### src/rtl/lcd_pkg.sv
// Shared definitions for the HD44780 character LCD sequencer: FSM encodings,
// power-on command table, io_lcd bit layout and the execution-time classifier.
package lcd_pkg;

   typedef logic [2:0] lcd_state_t;

   localparam lcd_state_t PWR_WAIT = 3'd0;
   localparam lcd_state_t SETUP    = 3'd1;
   localparam lcd_state_t EN_HI    = 3'd2;
   localparam lcd_state_t HOLD     = 3'd3;
   localparam lcd_state_t EXEC     = 3'd4;
   localparam lcd_state_t IDLE     = 3'd5;

   localparam int INIT_LEN = 5;

   // Function set 8-bit/2-line (twice), display on, clear, entry mode increment.
   localparam logic [7:0] INIT_SEQ [INIT_LEN] = '{8'h38, 8'h38, 8'h0C, 8'h01, 8'h06};

   localparam logic [7:0] CMD_CLEAR = 8'h01;
   localparam logic [7:0] CMD_HOME  = 8'h02;

   localparam int LCD_ON_BIT   = 31;
   localparam int LCD_EN_BIT   = 10;
   localparam int LCD_RW_BIT   = 9;
   localparam int LCD_RS_BIT   = 8;
   localparam int LCD_DATA_LSB = 0;

   // Clear and home (and the 0x03 alias of home) need the long execution wait.
   function automatic logic is_long_exec(input logic rs, input logic [7:0] data);
      logic [1:0] slow_bits;
      slow_bits = CMD_CLEAR[1:0] | CMD_HOME[1:0];
      return !rs && (data[7:2] == 6'd0) && ((data[1:0] & slow_bits) != 2'b00);
   endfunction

   function automatic int max_of(input int a, input int b);
      return (a > b) ? a : b;
   endfunction

endpackage

### src/rtl/lcd_timer.sv
// Loadable down-counter that parks at zero and flags it; also used by the
// button debouncer, so it carries no LCD-specific knowledge.
module lcd_timer #(
   parameter int               WIDTH     = 16,
   parameter logic [WIDTH-1:0] RESET_VAL = '0
) (
   input  logic             clk,
   input  logic             rst_n,
   input  logic             load,
   input  logic [WIDTH-1:0] load_val,
   output logic             done
);

   logic [WIDTH-1:0] count;

   always_ff @(posedge clk or negedge rst_n) begin
      if (!rst_n) begin
         count <= RESET_VAL;
      end else if (load) begin
         count <= load_val;
      end else if (count != '0) begin
         count <= count - 1'b1;
      end
   end

   assign done = (count == '0);

endmodule

### src/rtl/lcd_ctrl.sv
// HD44780 write sequencer: power-on init, then LSU command/data bytes, each
// driven with setup, enable pulse, hold and execution timing onto io_lcd.
module lcd_ctrl #(
   parameter int T_PWR  = 750000,
   parameter int T_SU   = 2,
   parameter int T_EN   = 12,
   parameter int T_HOLD = 2,
   parameter int T_EXEC = 2000,
   parameter int T_CLR  = 82000
) (
   input  logic        clk,
   input  logic        rst_n,
   input  logic        wr_vld,
   input  logic        wr_rs,
   input  logic [7:0]  wr_data,
   output logic        wr_rdy,
   output logic        busy,
   output logic        init_done,
   output logic [31:0] io_lcd
);

   import lcd_pkg::*;

   localparam int T_MAX = max_of(max_of(max_of(T_PWR, T_SU), max_of(T_EN, T_HOLD)),
                                 max_of(T_EXEC, T_CLR));
   localparam int CNT_W = $clog2(T_MAX) + 1;

   localparam logic [CNT_W-1:0] LD_PWR  = CNT_W'(T_PWR - 1);
   localparam logic [CNT_W-1:0] LD_SU   = CNT_W'(T_SU - 1);
   localparam logic [CNT_W-1:0] LD_EN   = CNT_W'(T_EN - 1);
   localparam logic [CNT_W-1:0] LD_HOLD = CNT_W'(T_HOLD - 1);
   localparam logic [CNT_W-1:0] LD_EXEC = CNT_W'(T_EXEC - 1);
   localparam logic [CNT_W-1:0] LD_CLR  = CNT_W'(T_CLR - 1);
   localparam logic [2:0]       IDX_LAST = 3'(INIT_LEN - 1);

   lcd_state_t       state;
   lcd_state_t       state_next;
   logic             tmr_load;
   logic [CNT_W-1:0] tmr_val;
   logic             tmr_done;
   logic [2:0]       init_idx;
   logic [2:0]       init_idx_next;
   logic             set_init_done;
   logic             next_rs;
   logic [7:0]       next_data;
   logic             lcd_on;
   logic             lcd_en;
   logic             lcd_rw;
   logic             lcd_rs;
   logic [7:0]       lcd_data;

   lcd_timer #(
      .WIDTH     (CNT_W),
      .RESET_VAL (LD_PWR)
   ) u_timer (
      .clk      (clk),
      .rst_n    (rst_n),
      .load     (tmr_load),
      .load_val (tmr_val),
      .done     (tmr_done)
   );

   // The byte to send is latched on the same edge that enters SETUP, so the
   // LOAD step costs no cycle and RS/DATA are stable for the whole setup time.
   always_comb begin
      state_next    = state;
      tmr_load      = 1'b0;
      tmr_val       = '0;
      init_idx_next = init_idx;
      set_init_done = 1'b0;
      next_rs       = lcd_rs;
      next_data     = lcd_data;
      case (state)
         PWR_WAIT: begin
            if (tmr_done) begin
               state_next    = SETUP;
               tmr_load      = 1'b1;
               tmr_val       = LD_SU;
               init_idx_next = 3'd0;
               next_rs       = 1'b0;
               next_data     = INIT_SEQ[0];
            end
         end
         SETUP: begin
            if (tmr_done) begin
               state_next = EN_HI;
               tmr_load   = 1'b1;
               tmr_val    = LD_EN;
            end
         end
         EN_HI: begin
            if (tmr_done) begin
               state_next = HOLD;
               tmr_load   = 1'b1;
               tmr_val    = LD_HOLD;
            end
         end
         HOLD: begin
            if (tmr_done) begin
               state_next = EXEC;
               tmr_load   = 1'b1;
               tmr_val    = is_long_exec(lcd_rs, lcd_data) ? LD_CLR : LD_EXEC;
            end
         end
         EXEC: begin
            if (tmr_done) begin
               if (init_done) begin
                  state_next = IDLE;
               end else if (init_idx == IDX_LAST) begin
                  state_next    = IDLE;
                  set_init_done = 1'b1;
               end else begin
                  state_next    = SETUP;
                  tmr_load      = 1'b1;
                  tmr_val       = LD_SU;
                  init_idx_next = init_idx + 3'd1;
                  next_rs       = 1'b0;
                  next_data     = INIT_SEQ[init_idx_next];
               end
            end
         end
         IDLE: begin
            if (wr_vld) begin
               state_next = SETUP;
               tmr_load   = 1'b1;
               tmr_val    = LD_SU;
               next_rs    = wr_rs;
               next_data  = wr_data;
            end
         end
         default: begin
            state_next = PWR_WAIT;
            tmr_load   = 1'b1;
            tmr_val    = LD_PWR;
         end
      endcase
   end

   // EN is a register decoded from the next state, so it cannot glitch between bytes.
   always_ff @(posedge clk or negedge rst_n) begin
      if (!rst_n) begin
         state     <= PWR_WAIT;
         init_idx  <= 3'd0;
         init_done <= 1'b0;
         lcd_on    <= 1'b0;
         lcd_en    <= 1'b0;
         lcd_rs    <= 1'b0;
         lcd_data  <= 8'h00;
      end else begin
         state    <= state_next;
         init_idx <= init_idx_next;
         if (set_init_done) begin
            init_done <= 1'b1;
         end
         lcd_on   <= 1'b1;
         lcd_en   <= (state_next == EN_HI);
         lcd_rs   <= next_rs;
         lcd_data <= next_data;
      end
   end

   assign lcd_rw = 1'b0;
   assign wr_rdy = (state == IDLE);
   assign busy   = (state != IDLE);

   always_comb begin
      io_lcd                         = '0;
      io_lcd[LCD_ON_BIT]             = lcd_on;
      io_lcd[LCD_EN_BIT]             = lcd_en;
      io_lcd[LCD_RW_BIT]             = lcd_rw;
      io_lcd[LCD_RS_BIT]             = lcd_rs;
      io_lcd[LCD_DATA_LSB +: 8]      = lcd_data;
   end

endmodule

### config.mk
export PLATFORM = sky130hd
export DESIGN_NAME = lcd_ctrl
export DESIGN_NICKNAME = d
export VERILOG_FILES = /design/src/rtl/lcd_pkg.sv /design/src/rtl/lcd_timer.sv /design/src/rtl/lcd_ctrl.sv
export SDC_FILE = /design/constraint.sdc
export NUM_CORES = 1
export LEC_CHECK = 0
export BUFFER_PORTS_ARGS = -buffer_cell sky130_fd_sc_hd__buf_2
export CAP_MARGIN = 20
export CORE_MARGIN = 10
export CORE_UTILIZATION = 25
export DETAILED_ROUTE_END_ITERATION = 6
export PLACE_DENSITY = 0.53
export SLEW_MARGIN = 20
export SYNTH_ARGS = -nofsm -noshare
export SYNTH_HDL_FRONTEND = slang
export SYNTH_SLANG_ARGS = --single-unit
### constraint.sdc
create_clock -name clk -period 2.9 [get_ports clk]
set_input_delay 0.29 -clock clk [delete_from_list [all_inputs] [get_ports clk]]
set_output_delay 0.29 -clock clk [all_outputs]
set_load 0.02 [all_outputs]
# Word-level counts from Yosys, hierarchy flattened
# Memories as Yosys holds them, arrays and structs flattened.
# Index checks and enable logic that the tools add are counted.
# Widths: inputs -> output; s select.
[totals]
register_bits = 39
romBits = 64
in_bits = 12
output_inout_bits = 35
word_cells = 90
n_memories = 1
[classes]
add_sub_neg = 2
magnitude_cmp = 1
n_eq_ne = 13
muxes = 49
n_bitwise = 1
n_reduce_logical = 15
[memory_table]
columns = ["name", "depth", "word_bits", "read_ports", "rd_ports_with_merged_regs", "wr", "line_no", "source"]
rows = [
  ["(no name shown)", 8, 8, 1, 0, 0, "lcd_ctrl.sv:118", "next_data = INIT_SEQ[init_idx_next];"],
]
[op_table]
columns = ["cell", "n"]
rows = [
  ["$pmux 20 s5", 1],
  ["$mux 8", 7],
  ["$mux 21", 2],
  ["$mux 3", 12],
  ["$mux 17", 2],
  ["$pmux 8 s3", 1],
  ["$logic_not 21->1", 1],
  ["$reduce_bool 21->1", 1],
  ["$sub 21x1->21 const B", 1],
  ["$mux 1", 19],
  ["$pmux 3 s6", 1],
  ["$ne 2x2->1 const B", 5],
  ["$eq 3x2->1 const B", 3],
  ["$eq 3x3->1 const B", 3],
  ["$logic_not 6->1", 1],
  ["$pmux 1 s3", 2],
  ["$pmux 3 s2", 1],
  ["$reduce_and 6->1", 1],
  ["$reduce_bool 2->1", 3],
  ["$reduce_and 5->1", 1],
  ["$ge 4x4->1 const B", 1],
  ["$mux 4", 1],
  ["$not 3->4", 1],
  ["$reduce_or 4->1", 1],
  ["8 further kinds", 9],
]

# Logic depth before layout (Yosys ltp)
# Gate-level depths: netlist of run 1.
[logic_depth]
word_depth = 9
depth_mapped = 9
depth_no_buf = 7

# Hierarchy
# Synthesis of run 1 repeated with hierarchy kept, for this count alone.
[unflattened]
cells_unflattened = 258
hier_area_um2 = 2456.1
[by_module_without_submodules]
columns = ["module", "instances", "cells_each", "area_each_um2", "seq_area_each_um2"]
rows = [
  ["lcd_timer", 1, 125, 1228.7, 541.8],
  ["lcd_ctrl", 1, 133, 1227.4, 450.4],
]

# Worst setup path after synthesis of run 1
# No wires, ideal clock.
[synth_path]
kind = "flip-flop to flip-flop"
start = "reg u_timer.count[0]"
end = "reg lcd_data[4]"
setup_time_ns = 0.066
t_arrival_ns = 2.605
t_required_ns = 2.834
path_slack_ns = 0.229
path_stages_with_launch = 9
n_path_buf = 1
period_less_slack_ns = 2.671
cell_sequence = "dfstp_2 inv_1 ha_1 or3b_2 or3_1 buf_6 or4_4 a2111oi_4 a221o_2"
[synth_between]
elab_chain_len = 3
word_cells_on_any_way = 4
cone_classes = "eq/ne: 2; reduce/logical: 2"
[synth_lines]
columns = ["item", "line_no", "source"]
rows = [
  ["start, declared", "lcd_timer.sv:14", "logic [WIDTH-1:0] count;"],
  ["start signal, assigned", "lcd_timer.sv:20", "count <= load_val;"],
  ["start signal, assigned", "lcd_timer.sv:22", "count <= count - 1'b1;"],
  ["$logic_not 21->1 *", "lcd_timer.sv:26", "assign done = (count == '0);"],
  ["$ne 2x2->1 (no source line)", "--", ""],
  ["$reduce_and 6->1 (no source line) *", "--", ""],
  ["end signal, assigned", "lcd_ctrl.sv:158", "lcd_data <= next_data;"],
  ["end, declared", "lcd_ctrl.sv:50", "logic [7:0] lcd_data;"],
]
# Every way passes the cells marked *; elsewhere a longest branch is shown, timed or not.
# A chain may end at the register's enable or synchronous reset.

# Worst setup path in the final report of run 1
# Same ends and word-level chain as after synthesis.

==> results of run 1 <==
## final timing paths
check	start	slack (ns)	to
worst max-delay path	u_timer.count[0]	0.16	lcd_data[4]
worst min-delay path	rst_n	0.13	init_done
worst max register to register	u_timer.count[0]	0.16	lcd_data[4]
worst min register to register	init_done	0.53	init_done
max in group asynchronous	rst_n	2.22	state[0]
min in group clk	wr_data[7]	0.22	lcd_data[7]
## synthesized netlist by cell type (8+ instances only)
library cell / number
nand2_1: 15
or3_1: 9
xnor2_1: 8
nor3_1: 10
buf_4: 24
inv_1: 9
nor2_1: 17
a21oi_1: 9
dfrtp_1: 26
o21ai_0: 16
dfstp_2: 13
## layer usage
metal / up-vias / GRT usage, % / share of wire [%]
met2: 37 / 13.1 / 46
met3: 10 / 2.50 / 5.8
met1: 895 / 10.3 / 47
met5: - / 0 / 0
met4: 0 / 2.88 / 1.2
li1: 890 / - / -
## worst reg2reg max path, stage by stage, from the launching register on
cell	delay (ns)
dfstp_2	0.39
inv_1	0.08
ha_1	0.18
or3b_2	0.51
or3_1	0.41
or4_4	0.57
a2111oi_4	0.37
a221o_2	0.17
## cell families (layout without fill, tap and decap cells)
family	count (synthesis)	count (layout)	share of synthesized area (%)
other cells	2	22	0.319
buf+inv	41	48	10.7
mux	4	4	1.91
flops	39	39	42.1
fa+ha+maj	6	6	3.18
simple gates	82	82	19.2
xor+xnor	13	13	4.83
compound gates	58	58	17.7
## cell type report
type                       count  share of cell area (%)
clock buffer                   8                    3.82
timing repair buffer          31                    6.49
inverter                       9                    1.29
tap                          111                    5.30
sequential                    39                    37.8
multi-input combinational    185                    45.3
## metrics by stage
| stage | instances | hold WS (ns) |
|---|---|---|
| floorplan | 265 | -0.00559 |
| global placement | 375 | 0.465 |
| detailed placement | 375 | 0.475 |
| CTS | 383 | 0.151 |
| global route | 383 | 0.188 |
| finish | 383 | 0.128 |
## sequential cells by signal, summed over array words and instances, names as in the netlist
name	cells
u_timer.count	21
init_idx	3
init_done	1
lcd_on	1
lcd_en	1
state	3
lcd_data	8
lcd_rs	1
## power groups by stage
| stage | Sequential (W) | Clock (W) | Combinational (W) |
|---|---|---|---|
| 3_3_place_gp | 0.000555 | 0 | 0.0000448 |
| 4_1_cts | 0.000545 | 0.000417 | 0.0000451 |
| 3_5_place_dp | 0.000555 | 0 | 0.0000452 |
| 6_report | 0.000545 | 0.000408 | 0.0000454 |
| 5_1_grt | 0.000545 | 0.000436 | 0.0000504 |
| 2_1_floorplan | 0.000555 | 0 | 0.0000475 |
==> metrics.txt, run 1 <==
Fin. Hold Viols 0; Final Slew Violations 0; total power 0.000998 W; Sinks on Clock Net 39; vias in the first global route 1791; Die ar. 13700 µm²; number of I/O port buffers 25; crit path kind reg2reg; Worst Path Max Fanout 6; sw power 0.000230 W; Synth Area per Inst 9.62 µm²; total negative slack 0 ns; Top delay family on crit path simple AND/OR/NAND/NOR gates; Detailed Place HPWL 4.20 mm; Placed Area 2520 µm²; CTS Buf Count 5; Hold WC Path Type in2async; DP Worst Slack 0.200 ns; 1st-iter DRT viols 130; Worst-Margin Slew 0.897 ns; Reg2Reg Depth 7; # DRC 0; fin crit share 94.5%; Seq/Total Area, Yosys 42.1%; CP startpoint kind register; Final ANT Viol Nets 0; Max Buffers Root-to-Sink 2; Wirelength per Cell 14.7 µm; clock transition at the registers of the reported paths 0.08 ns; drt pass-1 iters 4; most common cell after layout, fill and taps aside dfrtp_1; multi-input combinational cell area 1190 µm²; worst setup margin 0.160 ns; Pwr Density 381 nW/µm²; Critical Path Sink Type register; synth top area cells dfrtp_1, dfstp_2, buf_4, o21ai_0, ha_1; initial core utilization 25.6%; Final nets 289; area leader, netlist dfrtp_1; fraction of registers with async set/reset 100%; DIE HEIGHT 117 µm; clk_lat worst skew 0.30 ns; Final setup violation count 0; CP bufs+invs 1; register area 992 µm²; Core Region 9200 µm²; Synth cell types 52; flops & latches, synth 39; hold_buf cts 0; # resized after CTS 0; proportion of netlist area held by the largest area contributor 27.6%; crit path DAT 2.98 ns; Clock power frac 40.8%; Synth Instances 245; sequential power share 54.6%; setup bufs post-CTS 0; initial antenna violation count 0; Main synth FF type dfrtp_1; Routed WL 5.65 mm; Worst IR Drop VDD 0.000161 V; fmax 365 MHz; vias per inst 4.78; Switching Share 23.1%; slowest stage delay, CP 0.57 ns; gr usage total 8.24%; cell-internal power 0.000768 W; leak pwr 1.10 nW; clk_skew 0.00604 ns; fin util 28.5%; Clock Tree Root clkbuf_8; slowest stage cell, crit path or4_4; fin area 2620 µm²; CP required 3.14 ns; fillers 983; RSZ-0062 raised after global routing no; Synth Cell Area 2360 µm²; outcome finished, final reports clean; ANT cells 0; vias 1832; first-pass GRT wire length 8.97 mm; die width 117 µm; stages on the worst setup path 7; total grt overflow 0; EDFF count, synth 0; Ys Warns 0; Comb power frac 4.5%; max_cap viols 0; minimum clock period 2.74 ns; I/O pin count 47; max_slew headroom 40.2%; area delta synth->final 11.3%; CTS tree done; row count 35; placer congestion estimate 0.755; Cell Chain, Critical Path inv_1 -> ha_1 -> or3b_2 -> or3_1 -> or4_4 -> a2111oi_4 -> a221o_2; largest net degree at the start of global routing 40; share of cells above drive strength 1 25.7%; commonest non-fill, non-tap cells in the layout dfrtp_1, buf_2, conb_1, nor2_1, o21ai_0; H-tree depth 2
No activity file was read; power rests on OpenSTA's default activity.
==> run 2: changes to the inputs <==
- CAP_MARGIN: 20 -> unset
- CORE_UTILIZATION: 25 -> 30
- PLACE_DENSITY: 0.53 -> 0.59
==> run 2 against run 1 <==
Clock power decreased by 6.6%; setup slack improved by 0.013 ns; design area decreased by 0.29%; sequential power about the same; first-iteration DRC count increased by 2.3%.
==> metrics.txt, run 2 (synthesis results as in run 1) <==
outcome finished, final reports clean; fin crit share 94.0% (-0.45 points); first-pass GRT wire length 8.97 mm (unchanged); initial antenna violation count 0 (unchanged); Worst Setup SP u_timer.count[0]; die width 109 µm (-7.2%); vias in the first global route 1844 (+3.0%); area delta synth->final 10.9%; CP required 3.14 ns (about the same); total negative slack 0 ns (unchanged); Sinks on Clock Net 39 (unchanged); setup bufs post-CTS 0 (unchanged); Final nets 291 (+0.69%); Wirelength per Cell 14.4 µm (-2.5%); largest register by flop count u_timer.count; gr usage total 9.25% (+1.0 points); DIE HEIGHT 109 µm (-7.2%); Critical Path Sink Type register; hold_buf cts 0 (unchanged); Routed WL 5.41 mm (-4.3%); minimum clock period 2.73 ns (-0.0130 ns); crit path capture lcd_data[4]; # DRC 0 (unchanged); share of cells above drive strength 1 26.6% (+0.91 points); # resized after CTS 0 (unchanged); Pwr Density 371 nW/µm² (-2.4%); Reg2Reg Setup Slack 0.17 ns (about the same); Core Region 7690 µm² (-16%); ANT cells 0 (unchanged); largest registers u_timer.count (21), lcd_data (8); max reg flops 21 (unchanged); number of I/O port buffers 25 (unchanged); clock transition at the registers of the reported paths 0.09 ns (about the same); Die ar. 11800 µm² (-14%); most common cell after layout, fill and taps aside dfrtp_1; fmax 367 MHz (+0.48%); CTS Buf Count 5 (unchanged); leak pwr 1.10 nW (about the same); vias per inst 4.81 (+0.47%); Worst-Margin Slew 0.867 ns (-0.0307 ns); Fin. Hold Viols 0 (unchanged); placer congestion estimate 0.770 (+1.9%); drt pass-1 iters 4 (unchanged); Final setup violation count 0 (unchanged); stages on the worst setup path 7 (unchanged); CP bufs+invs 1 (unchanged); Reg2Reg Depth 7 (unchanged); RSZ-0062 raised after global routing no; Top delay family on crit path simple AND/OR/NAND/NOR gates; vias 1807 (-1.4%); initial core utilization 30.7% (+5.0 points); RR Endpoint lcd_data[4]; largest net degree at the start of global routing 40 (unchanged); CTS tree done; clk_lat worst skew 0.30 ns (about the same); I/O pin count 47 (unchanged); row count 32 (-8.6%); Clock Tree Root clkbuf_8; crit path kind reg2reg; Worst IR Drop VDD 0.000144 V (-10%); total grt overflow 0 (unchanged); 1st-iter DRT viols 133 (+2.3%); Hold WC Path Type in2async; Worst Path Max Fanout 6 (unchanged); Max Buffers Root-to-Sink 2 (unchanged); H-tree depth 2 (unchanged); max_slew headroom 42.2% (+2.0 points); CP startpoint kind register; Cell Chain, Critical Path inv_1 -> ha_1 -> or3b_2 -> or3_1 -> or4_4 -> a2111oi_4 -> a221o_2; Final ANT Viol Nets 0 (unchanged); slowest stage delay, CP 0.58 ns (about the same); Worst R2R Start u_timer.count[0]; Final Slew Violations 0 (unchanged); fin util 34.0% (+5.5 points); clk_skew 0.00797 ns (+0.00193 ns); slowest stage cell, crit path or4_4; max_cap viols 0 (unchanged); Detailed Place HPWL 4.01 mm (-4.7%); commonest non-fill, non-tap cells in the layout dfrtp_1, buf_2, conb_1, nor2_1; crit path DAT 2.97 ns (about the same)
## run 2: changes by cell type in the layout (fill, tap and decap cells not counted)
cell / change
clkbuf_1: -1
buf_4: +2
clkinvlp_4: +2
o21ai_0: -1
o21ai_1: +1
clkbuf_8: -2
clkinv_2: +1
## run 2: stage by stage
stage	power (W)	std cells	hold slack, ns	setup WS, ns	area [µm²]
after floorplan	0.000603	265	-0.00559	0.229	2430
after global placement	0.000600	368	0.460	0.254	2530
after detailed placement	0.000600	368	0.459	0.208	2530
after CTS	0.000976	376	0.140	0.175	2620
after global routing	0.00101	376	0.186	0.000517	2620
final	0.000971	376	0.103	0.173	2620
## run 2: routing by layer
metal	GRT usage [%]	vias to the layer above	wire length, µm
met3	2.48	5	321
li1	-	889	-
met5	0	-	0
met1	12.1	867	2440
met4	2.45	0	41
met2	14.8	46	2600
## run 2: power by group
part / leakage (nW) / switching, W / internal (W)
clock: 0.0402 / 0.000214 / 0.000168
combinational: 0.592 / 0.0000391 / 0.00000578
sequential: 0.472 / 0.000000117 / 0.000545
total: 1.10 / 0.000253 / 0.000718
## run 2: worst min-delay path by stage
stage	start	endpoint	slack [ns]	cells past startpoint
5_1_grt	rst_n	lcd_data[2]	0.19	1
2_1_floorplan	rst_n	init_done	-0.006	0
4_1_cts	rst_n	u_timer.count[11]	0.14	1
6_report	rst_n	u_timer.count[4]	0.10	1
3_5_place_dp	rst_n	u_timer.count[11]	0.46	1
3_3_place_gp	rst_n	u_timer.count[11]	0.46	1
## run 2: cell type report
type / count / area (µm²)
clock buffer: 5 / 68.8
timing repair buffer: 33 / 185
tap: 102 / 128
sequential: 39 / 992
clock inverter: 3 / 20.0
fill: 820 / 5070
inverter: 9 / 33.8
multi-input combinational: 185 / 1190
==> run 3: changes to the inputs <==
- CTS_CLUSTER_DIAMETER: unset -> 200
- SETUP_SLACK_MARGIN: unset -> 0.4
==> run 3 against run 2 <==
Global-route usage is 0.12 points higher; via count is 2.5% higher; total power is 8.9% higher; cell count is 0.80% higher; design area is 4.4% higher; fmax is 11% higher; non-clock buffer count is 3 higher; wire length is 3.3% higher; first-iteration DRC count is 17% lower; register-to-register slack better by 0.28 ns; sequential power hardly changed; combinational power hardly changed; critical path type unchanged; critical endpoint is now state[2].
==> metrics.txt, run 3 (synthesis results as in run 1) <==
CP startpoint kind register; crit path kind reg2reg; CTS tree done; outcome finished, final reports clean; Die ar. 11800 µm² (unchanged); Detailed Place HPWL 4.00 mm (-0.28%); Routed WL 5.59 mm (+3.3%); Critical Path Sink Type register; CP required 3.12 ns (-0.02 ns); Final setup violation count 0 (unchanged); Switching Share 21.6% (-4.4 points); row count 32 (unchanged); Final nets 294 (+1.0%); RSZ-0062 raised after global routing yes; initial antenna violation count 0 (unchanged); total grt overflow 0 (unchanged); Worst IR Drop VDD 0.000165 V (+14%); Sinks on Clock Net 39 (unchanged); largest registers u_timer.count (21), lcd_data (8); gr usage total 9.37% (+0.12 points); commonest non-fill, non-tap cells in the layout buf_2, dfrtp_1, conb_1, nor2_1; max reg flops 21 (unchanged); Core Region 7690 µm² (unchanged); clk_skew 0.00805 ns (+0.0000816 ns); cell-internal power 0.000829 W (+15%); drt pass-1 iters 4 (unchanged); largest net degree at the start of global routing 40 (unchanged); vias 1853 (+2.5%); RR Endpoint state[2]; Clock power frac 44.3% (+5.0 points); Comb power frac 4.2% (-0.4 points); Final Slew Violations 0 (unchanged); sw power 0.000229 W (-9.6%); Worst Path Max Fanout 6 (unchanged); max_cap viols 0 (unchanged); ANT cells 0 (unchanged); Reg2Reg Setup Slack 0.45 ns (+0.28 ns); H-tree depth 2 (unchanged); largest register by flop count u_timer.count; initial core utilization 30.7% (unchanged); Clock Tree Root clkbuf_8; fin crit share 84.4% (-9.7 points); Max Buffers Root-to-Sink 2 (unchanged); Pwr Density 388 nW/µm² (+4.3%); share of cells above drive strength 1 30.7% (+4.0 points); Fin. Hold Viols 0 (unchanged); fin util 35.5% (+1.5 points); fmax 409 MHz (+11%); Worst R2R Start u_timer.count[0]; CTS Buf Count 5 (unchanged); Worst-Margin Slew 0.847 ns (-0.0198 ns); number of I/O port buffers 25 (unchanged); first-pass GRT wire length 9.00 mm (+0.30%); vias per inst 4.89 (+1.7%); placer congestion estimate 0.837 (+8.8%); max_slew headroom 43.5% (+1.3 points); Final ANT Viol Nets 0 (unchanged); minimum clock period 2.45 ns (-0.280 ns); Wirelength per Cell 14.7 µm (+2.5%); sequential power share 51.5% (-4.6 points); I/O pin count 47 (unchanged); leak pwr 1.16 nW (+5.2%); area delta synth->final 15.8%; die width 109 µm (unchanged); DIE HEIGHT 109 µm (unchanged); Hold WC Path Type in2async; # DRC 0 (unchanged); total negative slack 0 ns (unchanged); most common cell after layout, fill and taps aside buf_2; clk_lat worst skew 0.29 ns (about the same); 1st-iter DRT viols 110 (-17%); clock transition at the registers of the reported paths 0.08 ns (about the same); Reg2Reg Depth 8 (+1); vias in the first global route 1794 (-2.7%); crit path DAT 2.67 ns (-0.30 ns)
==> run 3: cell type report <==
class	instances	area, µm²
multi-input cells	185	1250
repair buffers	36	209
clock buffers	6	82.6
inverters	9	33.8
flip-flops and latches	39	993
well taps	102	128
clock inverters	2	35.0
fillers	781	4960
==> run 3: stage by stage <==
stage	cell area, µm²	total power, W	setup slack, ns	cells	hold WS, ns
6_report	2730	0.00106	0.454	379	0.109
4_1_cts	2650	0.00107	0.403	374	0.140
2_1_floorplan	2430	0.000603	0.431	265	-0.00559
5_1_grt	2730	0.00109	0.382	379	0.178
3_3_place_gp	2500	0.000599	0.315	364	0.452
3_5_place_dp	2500	0.000600	0.232	364	0.455
==> run 3: metal layers <==
metal	wire length [µm]	vias up	track usage, %
met5	0	-	0
met4	25	0	2.45
met3	399	2	2.95
met2	2650	53	13.6
met1	2510	899	13.1
li1	-	899	-
==> run 3: worst max path at each step <==
| stage | cells after the start | slack [ns] | from | end |
|---|---|---|---|---|
| CTS | 7 | 0.40 | u_timer.count[0] | lcd_data[5] |
| floorplan | 9 | 0.43 | u_timer.count[0] | state[2] |
| detailed placement | 7 | 0.23 | u_timer.count[0] | lcd_data[5] |
| finish | 8 | 0.45 | u_timer.count[0] | state[2] |
| global route | 7 | 0.38 | u_timer.count[0] | lcd_data[5] |
| global placement | 7 | 0.32 | u_timer.count[0] | lcd_data[5] |
==> run 3: power groups by stage <==
| stage | registers, W | logic, W | clock network (W) |
|---|---|---|---|
| 2_1_floorplan | 0.000555 | 0.0000475 | 0 |
| 3_3_place_gp | 0.000555 | 0.0000443 | 0 |
| 3_5_place_dp | 0.000555 | 0.0000445 | 0 |
| 4_1_cts | 0.000545 | 0.0000446 | 0.000479 |
| 5_1_grt | 0.000545 | 0.0000496 | 0.000500 |
| 6_report | 0.000545 | 0.0000446 | 0.000468 |
==> run 3: worst max-delay path, cell delays in order, from the launching register on <==
cell	delay, ns
dfstp_2	0.39
inv_2	0.06
ha_2	0.17
or3b_4	0.38
or3_4	0.42
or4_4	0.53
buf_6	0.15
o22ai_1	0.12
a22o_1	0.16
==> run 3: what timing repair did <==
action,in CTS,in global routing
resized for setup,5,13
setup buffers,2,4
pin swaps,3,5
cloned,0,1
endpoints found under the setup margin,16,17
hold buffers,0,0
